$ cat config.mk
export PLATFORM = sky130hd
export DESIGN_NAME = arm7tdmi_mul_seq
export DESIGN_NICKNAME = d
export VERILOG_FILES = /design/src/rtl/arm7tdmi_mul_seq.sv
export SDC_FILE = /design/constraint.sdc
export NUM_CORES = 1
export LEC_CHECK = 0
export ABC_AREA = 1
export CAP_MARGIN = 20
export CORE_AREA = 2 2 173 175
export CTS_CLUSTER_DIAMETER = 60
export DETAILED_ROUTE_END_ITERATION = 8
export DIE_AREA = 0 0 175 177
export GPL_ROUTABILITY_DRIVEN = 0
export PLACE_DENSITY_LB_ADDON = 0.2
export SLEW_MARGIN = 10
export SYNTH_ARGS = -nofsm -noshare
export SYNTH_HDL_FRONTEND = slang
export SYNTH_SLANG_ARGS = --single-unit
export TNS_END_PERCENT = 50
$ cat constraint.sdc
create_clock -name clk -period 6.8 [get_ports clk]
set_clock_uncertainty 0.1 [all_clocks]
set_input_delay 1.36 -clock clk [delete_from_list [all_inputs] [get_ports clk]]
set_output_delay 1.36 -clock clk [all_outputs]
set_load 0.01 [all_outputs]
$ cat src/rtl/arm7tdmi_mul_seq.sv
// rtl/arm7tdmi_mul_seq.sv - multiply instruction sequencer (issuing side of the multiply datapath)
//
// Purpose: sequences one decoded MUL/MLA/UMULL/UMLAL/SMULL/SMLAL. Source
// registers are read one per cycle through a single register-file read port,
// operands are presented to the multiply unit with mul_en until result_ready,
// then RdLo/RdHi are written back through a single write port with optional
// N/Z update on the final write.
// Optional feature: define ARM7_MUL_TIMING_EN to insert early-termination
// WAIT cycles (m-1) derived from the latched Rs before EXEC.
//
// Ports:
//   clk, rst                    clock, asynchronous active-high reset
//   start, kill                 accept instruction when idle / abandon op
//   ins_rd/rn/rs/rm             register specifiers
//   ins_long/signed/acc/s       instruction form and set-flags
//   busy, done                  op in flight / final-write pulse
//   rf_raddr, rf_rdata          register-file read port (combinational data)
//   rf_we, rf_waddr, rf_wdata   register-file write port
//   mul_en, mul_type, mul_*_o   multiply request and form
//   operand_a/b, acc_hi/lo      operands (Rm, Rs, RdHi, Rn/RdLo)
//   result_hi/lo, result_ready  multiplier result
//   neg_in, zero_in             multiplier N/Z
//   flag_we, flag_n, flag_z     N/Z update strobe and values

module arm7tdmi_mul_seq #(
  parameter int REG_AW = 4
) (
  input  logic              clk,
  input  logic              rst,
  input  logic              start,
  input  logic              kill,
  input  logic [REG_AW-1:0] ins_rd,
  input  logic [REG_AW-1:0] ins_rn,
  input  logic [REG_AW-1:0] ins_rs,
  input  logic [REG_AW-1:0] ins_rm,
  input  logic              ins_long,
  input  logic              ins_signed,
  input  logic              ins_acc,
  input  logic              ins_s,
  output logic              busy,
  output logic              done,
  output logic [REG_AW-1:0] rf_raddr,
  input  logic [31:0]       rf_rdata,
  output logic              rf_we,
  output logic [REG_AW-1:0] rf_waddr,
  output logic [31:0]       rf_wdata,
  output logic              mul_en,
  output logic [1:0]        mul_type,
  output logic              mul_long_o,
  output logic              mul_signed_o,
  output logic              mul_acc_o,
  output logic              mul_sf_o,
  output logic [31:0]       operand_a,
  output logic [31:0]       operand_b,
  output logic [31:0]       acc_hi,
  output logic [31:0]       acc_lo,
  input  logic [31:0]       result_hi,
  input  logic [31:0]       result_lo,
  input  logic              result_ready,
  input  logic              neg_in,
  input  logic              zero_in,
  output logic              flag_we,
  output logic              flag_n,
  output logic              flag_z
);

  typedef enum logic [3:0] {
    S_IDLE,
    S_RD_RM,
    S_RD_RS,
    S_RD_ACLO,
    S_RD_ACHI,
    S_WAIT,
    S_EXEC,
    S_WB_LO,
    S_WB_HI
  } state_t;

  state_t state_q, state_d;
  state_t after_rd;  // state following the last register read

  logic [REG_AW-1:0] rd_q, rn_q, rs_q, rm_q;
  logic              long_q, signed_q, acc_q, s_q;
  logic [31:0]       operand_a_q, operand_b_q, acc_hi_q, acc_lo_q;
  logic [31:0]       res_hi_q, res_lo_q;
  logic              n_q, z_q;

  wire accept = (state_q == S_IDLE) && start && !kill;

`ifdef ARM7_MUL_TIMING_EN
  logic [31:0] rs_val;
  logic        ones_ok;
  logic        need_wait;
  logic [1:0]  wait_load;  // WAIT cycles minus one
  logic [1:0]  wait_cnt_q;

  always_comb begin
    // Rs is still on rf_rdata while in RD_RS; afterwards it is latched.
    rs_val    = (state_q == S_RD_RS) ? rf_rdata : operand_b_q;
    // Unsigned long forms only terminate early on leading zeros.
    ones_ok   = !long_q || signed_q;
    need_wait = 1'b1;
    wait_load = 2'd2;
    if (rs_val[31:8] == 24'h0 || (ones_ok && rs_val[31:8] == 24'hFF_FFFF)) begin
      need_wait = 1'b0;
      wait_load = 2'd0;
    end else if (rs_val[31:16] == 16'h0 || (ones_ok && rs_val[31:16] == 16'hFFFF)) begin
      wait_load = 2'd0;
    end else if (rs_val[31:24] == 8'h0 || (ones_ok && rs_val[31:24] == 8'hFF)) begin
      wait_load = 2'd1;
    end
    after_rd = need_wait ? S_WAIT : S_EXEC;
  end

  always_ff @(posedge clk or posedge rst) begin
    if (rst) begin
      wait_cnt_q <= 2'd0;
    end else if (state_d == S_WAIT && state_q != S_WAIT) begin
      wait_cnt_q <= wait_load;
    end else if (state_q == S_WAIT) begin
      wait_cnt_q <= wait_cnt_q - 2'd1;
    end
  end
`else
  always_comb after_rd = S_EXEC;
`endif

  always_comb begin
    state_d  = state_q;
    rf_raddr = '0;
    rf_we    = 1'b0;
    rf_waddr = '0;
    rf_wdata = 32'h0;
    mul_en   = 1'b0;
    done     = 1'b0;
    flag_we  = 1'b0;
    if (state_q != S_IDLE && kill) begin
      // Abandon: all write/request strobes stay at their defaults.
      state_d = S_IDLE;
    end else begin
      case (state_q)
        S_IDLE: if (accept) state_d = S_RD_RM;
        S_RD_RM: begin
          rf_raddr = rm_q;
          state_d  = S_RD_RS;
        end
        S_RD_RS: begin
          rf_raddr = rs_q;
          state_d  = acc_q ? S_RD_ACLO : after_rd;
        end
        S_RD_ACLO: begin
          rf_raddr = rn_q;
          state_d  = long_q ? S_RD_ACHI : after_rd;
        end
        S_RD_ACHI: begin
          rf_raddr = rd_q;
          state_d  = after_rd;
        end
        S_WAIT: begin
`ifdef ARM7_MUL_TIMING_EN
          if (wait_cnt_q == 2'd0) state_d = S_EXEC;
`else
          state_d = S_EXEC;
`endif
        end
        S_EXEC: begin
          mul_en = 1'b1;
          if (result_ready) state_d = S_WB_LO;
        end
        S_WB_LO: begin
          rf_we    = 1'b1;
          rf_wdata = res_lo_q;
          if (long_q) begin
            rf_waddr = rn_q;
            state_d  = S_WB_HI;
          end else begin
            rf_waddr = rd_q;
            done     = 1'b1;
            flag_we  = s_q;
            state_d  = S_IDLE;
          end
        end
        S_WB_HI: begin
          rf_we    = 1'b1;
          rf_waddr = rd_q;
          rf_wdata = res_hi_q;
          done     = 1'b1;
          flag_we  = s_q;
          state_d  = S_IDLE;
        end
        default: state_d = S_IDLE;
      endcase
    end
  end

  always_ff @(posedge clk or posedge rst) begin
    if (rst) begin
      state_q     <= S_IDLE;
      rd_q        <= '0;
      rn_q        <= '0;
      rs_q        <= '0;
      rm_q        <= '0;
      long_q      <= 1'b0;
      signed_q    <= 1'b0;
      acc_q       <= 1'b0;
      s_q         <= 1'b0;
      operand_a_q <= 32'h0;
      operand_b_q <= 32'h0;
      acc_hi_q    <= 32'h0;
      acc_lo_q    <= 32'h0;
      res_hi_q    <= 32'h0;
      res_lo_q    <= 32'h0;
      n_q         <= 1'b0;
      z_q         <= 1'b0;
    end else begin
      state_q <= state_d;
      if (accept) begin
        rd_q     <= ins_rd;
        rn_q     <= ins_rn;
        rs_q     <= ins_rs;
        rm_q     <= ins_rm;
        long_q   <= ins_long;
        signed_q <= ins_signed;
        acc_q    <= ins_acc;
        s_q      <= ins_s;
      end
      if (!kill) begin
        case (state_q)
          S_RD_RM:   operand_a_q <= rf_rdata;
          S_RD_RS:   operand_b_q <= rf_rdata;
          S_RD_ACLO: acc_lo_q    <= rf_rdata;
          S_RD_ACHI: acc_hi_q    <= rf_rdata;
          S_EXEC: begin
            if (result_ready) begin
              res_hi_q <= result_hi;
              res_lo_q <= result_lo;
              n_q      <= neg_in;
              z_q      <= zero_in;
            end
          end
          default: ;
        endcase
      end
    end
  end

  assign busy         = (state_q != S_IDLE);
  assign mul_type     = {long_q, acc_q};
  assign mul_long_o   = long_q;
  assign mul_signed_o = signed_q;
  assign mul_acc_o    = acc_q;
  assign mul_sf_o     = s_q;
  assign operand_a    = operand_a_q;
  assign operand_b    = operand_b_q;
  assign acc_hi       = acc_hi_q;
  assign acc_lo       = acc_lo_q;
  assign flag_n       = flag_we & n_q;
  assign flag_z       = flag_we & z_q;

endmodule

==> metrics.txt <==
Post-CTS Hold Fix Bufs 0; CTS Buf Count 26; Core Area 29,200 um2; Setup crit end kind output port; final wirelength 27.1 mm; P&R area growth vs syn 46.9%; yosys warns 0; row count 63; WL/cell 15.6 um; post-DP HPWL 18.0 mm; Die Area 31,000 um2; routed vias 7,846; Clock Path Buffers 3; #FFs+latches synth 218; Initial Utilization 31.5%; clock slew at the register clock pins of the worst setup and hold paths 0.06 ns; placed cell area 12,500 um2; Crit Path Max Fanout 43; Critical Path RT 5.34 ns; outcome finished, final reports clean; unrepaired setup endpoints after global routing no; pwr/cell area 440 nW/um2; sequential share of the synthesized area 59.2%; grt ovf 0; FMAX 199 MHz; post_cts resized 0; MaxCap Viol Count 0; residual DRC count 0; Worst slew margin 36.8%; final setup vio count 0; Hold Vio Cnt, Final 0; Register Area 5460 um2; vias in the first global route 7,642; Final #Nets 1,448; layout cells sized above 1 5.65%; pin count of the biggest net entering global routing 118; Critical Path Source Type primary input; vias per inst 4.52; DRT iter0 DRCs 585; first-pass GRT wire length 42.9 mm; Gate Count Post-Synth 1,045; Sink Count 218; All-Layer GR Usage 17.1%; crit path time final 5.01 ns; critical path type primary input to output port; Pleak 0.00613 uW; Finished Cell Area 13,500 um2; total placed cells including tap cells 1,687; fillers 2,853; insertion delay to the later sink of the worst-skew pair 0.52 ns; Multi-input gate area 3020 um2; type of the most critical hold path register to register; Post-Syn Area per Cell 8.82 um2; part of the cycle the worst path needs 73.7%; CTS root buf clkbuf_16; final std cells w/o fill 1,735; Slew Limit Fails 0; post-CTS setup buffer count 0; maximum VDD drop 279 uV; ANT nets after route 0; Mapped Area 9220 um2; synth unique cells 19; CTS tree yes; I/O Buffers 303; crit path DAT 3.55 ns; die outline width 175 um; Die Height 177 um; CTS H-Tree Depth 1; Final TNS setup 0 ns; DR pass1 iterations 5; hold slack 0.373 ns; Tightest Pin Transition 0.946 ns; Synth Net Count 1,168; I/O pins 304; initial antenna violation count 0; Total Power 5960 uW; Antenna Cells 0
per-layer routing:
metal | wire (um) | up-vias | GRT usage [%]
met5 | 0 | - | 0
met4 | 442 | 0 | 3.78
met3 | 2650 | 30 | 5.99
met2 | 12000 | 254 | 26.3
met1 | 12000 | 3708 | 23.4
li1 | - | 3854 | -
placed cells by master, fill, tap and decap left out, types with 6 or more instances in the layout:
master	n
nand2_1	338
clkdlybuf4s50_1	303
dfrtp_1	218
inv_1	110
o21ai_1	68
o21ai_0	65
o21a_1	64
a21oi_1	39
nand3_1	38
clkbuf_16	27
nor2_1	22
bufinv_16	9
nor2_2	7
buf_4	7
inv_2	6
worst paths after layout:
path / slack [ns] / from / to / cells after the start
worst max-delay path: 1.79 / kill / rf_wdata[23] / 5
worst min-delay path: 0.37 / rm_q[0] / rm_q[0] / 2
worst max register to register: 4.02 / state_q[3] / operand_b[6] / 6
worst min register to register: 0.37 / rm_q[0] / rm_q[0] / 2
max in group asynchronous: 4.00 / rst / operand_a[15] / 3
min in group asynchronous: 1.29 / rst / acc_lo[22] / 2
registers in the layout (all words and copies together) (netlist names):
name	flops
state_q	4
acc_hi	32
z_q	1
acc_lo	32
res_lo_q	32
rn_q	4
operand_b	32
mul_signed_o	1
mul_sf_o	1
mul_long_o	1
n_q	1
rm_q	4
rd_q	4
operand_a	32
mul_acc_o	1
rs_q	4
res_hi_q	32
worst max-delay path, cell delays in order:
cell             delay, ns
clkdlybuf4s50_1       0.70
nand2_2               0.21
inv_2                 0.62
a21oi_1               0.12
clkdlybuf4s50_1       0.52
synth_stat cells, drive strengths merged:
master  instances  area [um2]
a21oi          39         195
buf            38         231
clkbuf         21        80.1
dfrtp         218        5460
inv           117         439
nand2         342        1290
nand3          41         220
nor2           32         160
o21a           64         480
o21ai         133         666
layout make-up:
cell class | instances | area share [%]
clock buffer | 34 | 5.40
clock inverter | 14 | 2.23
inverter | 117 | 3.27
multi-input combinational | 651 | 22.3
sequential | 218 | 40.3
tap | 390 | 3.60
timing repair buffer | 311 | 22.9
kinds of logic after synthesis:
logic type	share of synthesized area, %
and+or+nand+nor	18.2
buffers and inverters	8.14
DFF	59.2
AOI/OAI and AO/OA	14.5
power by group:
group          switching, uW  internal, uW  total, uW
combinational            990          1100       2090
sequential               341          1880       2220
clock                    558          1100       1660
total                   1890          4080       5960
metrics by stage:
step           utilization [%]  worst slack, ns
5_1_grt                   46.3             1.63
2_1_floorplan                -             2.50
3_5_place_dp              42.8             1.79
4_1_cts                   46.3             1.78
6_report                  46.3             1.79
3_3_place_gp              42.8             1.87
Note: power is estimated with default switching activity, not from simulation.
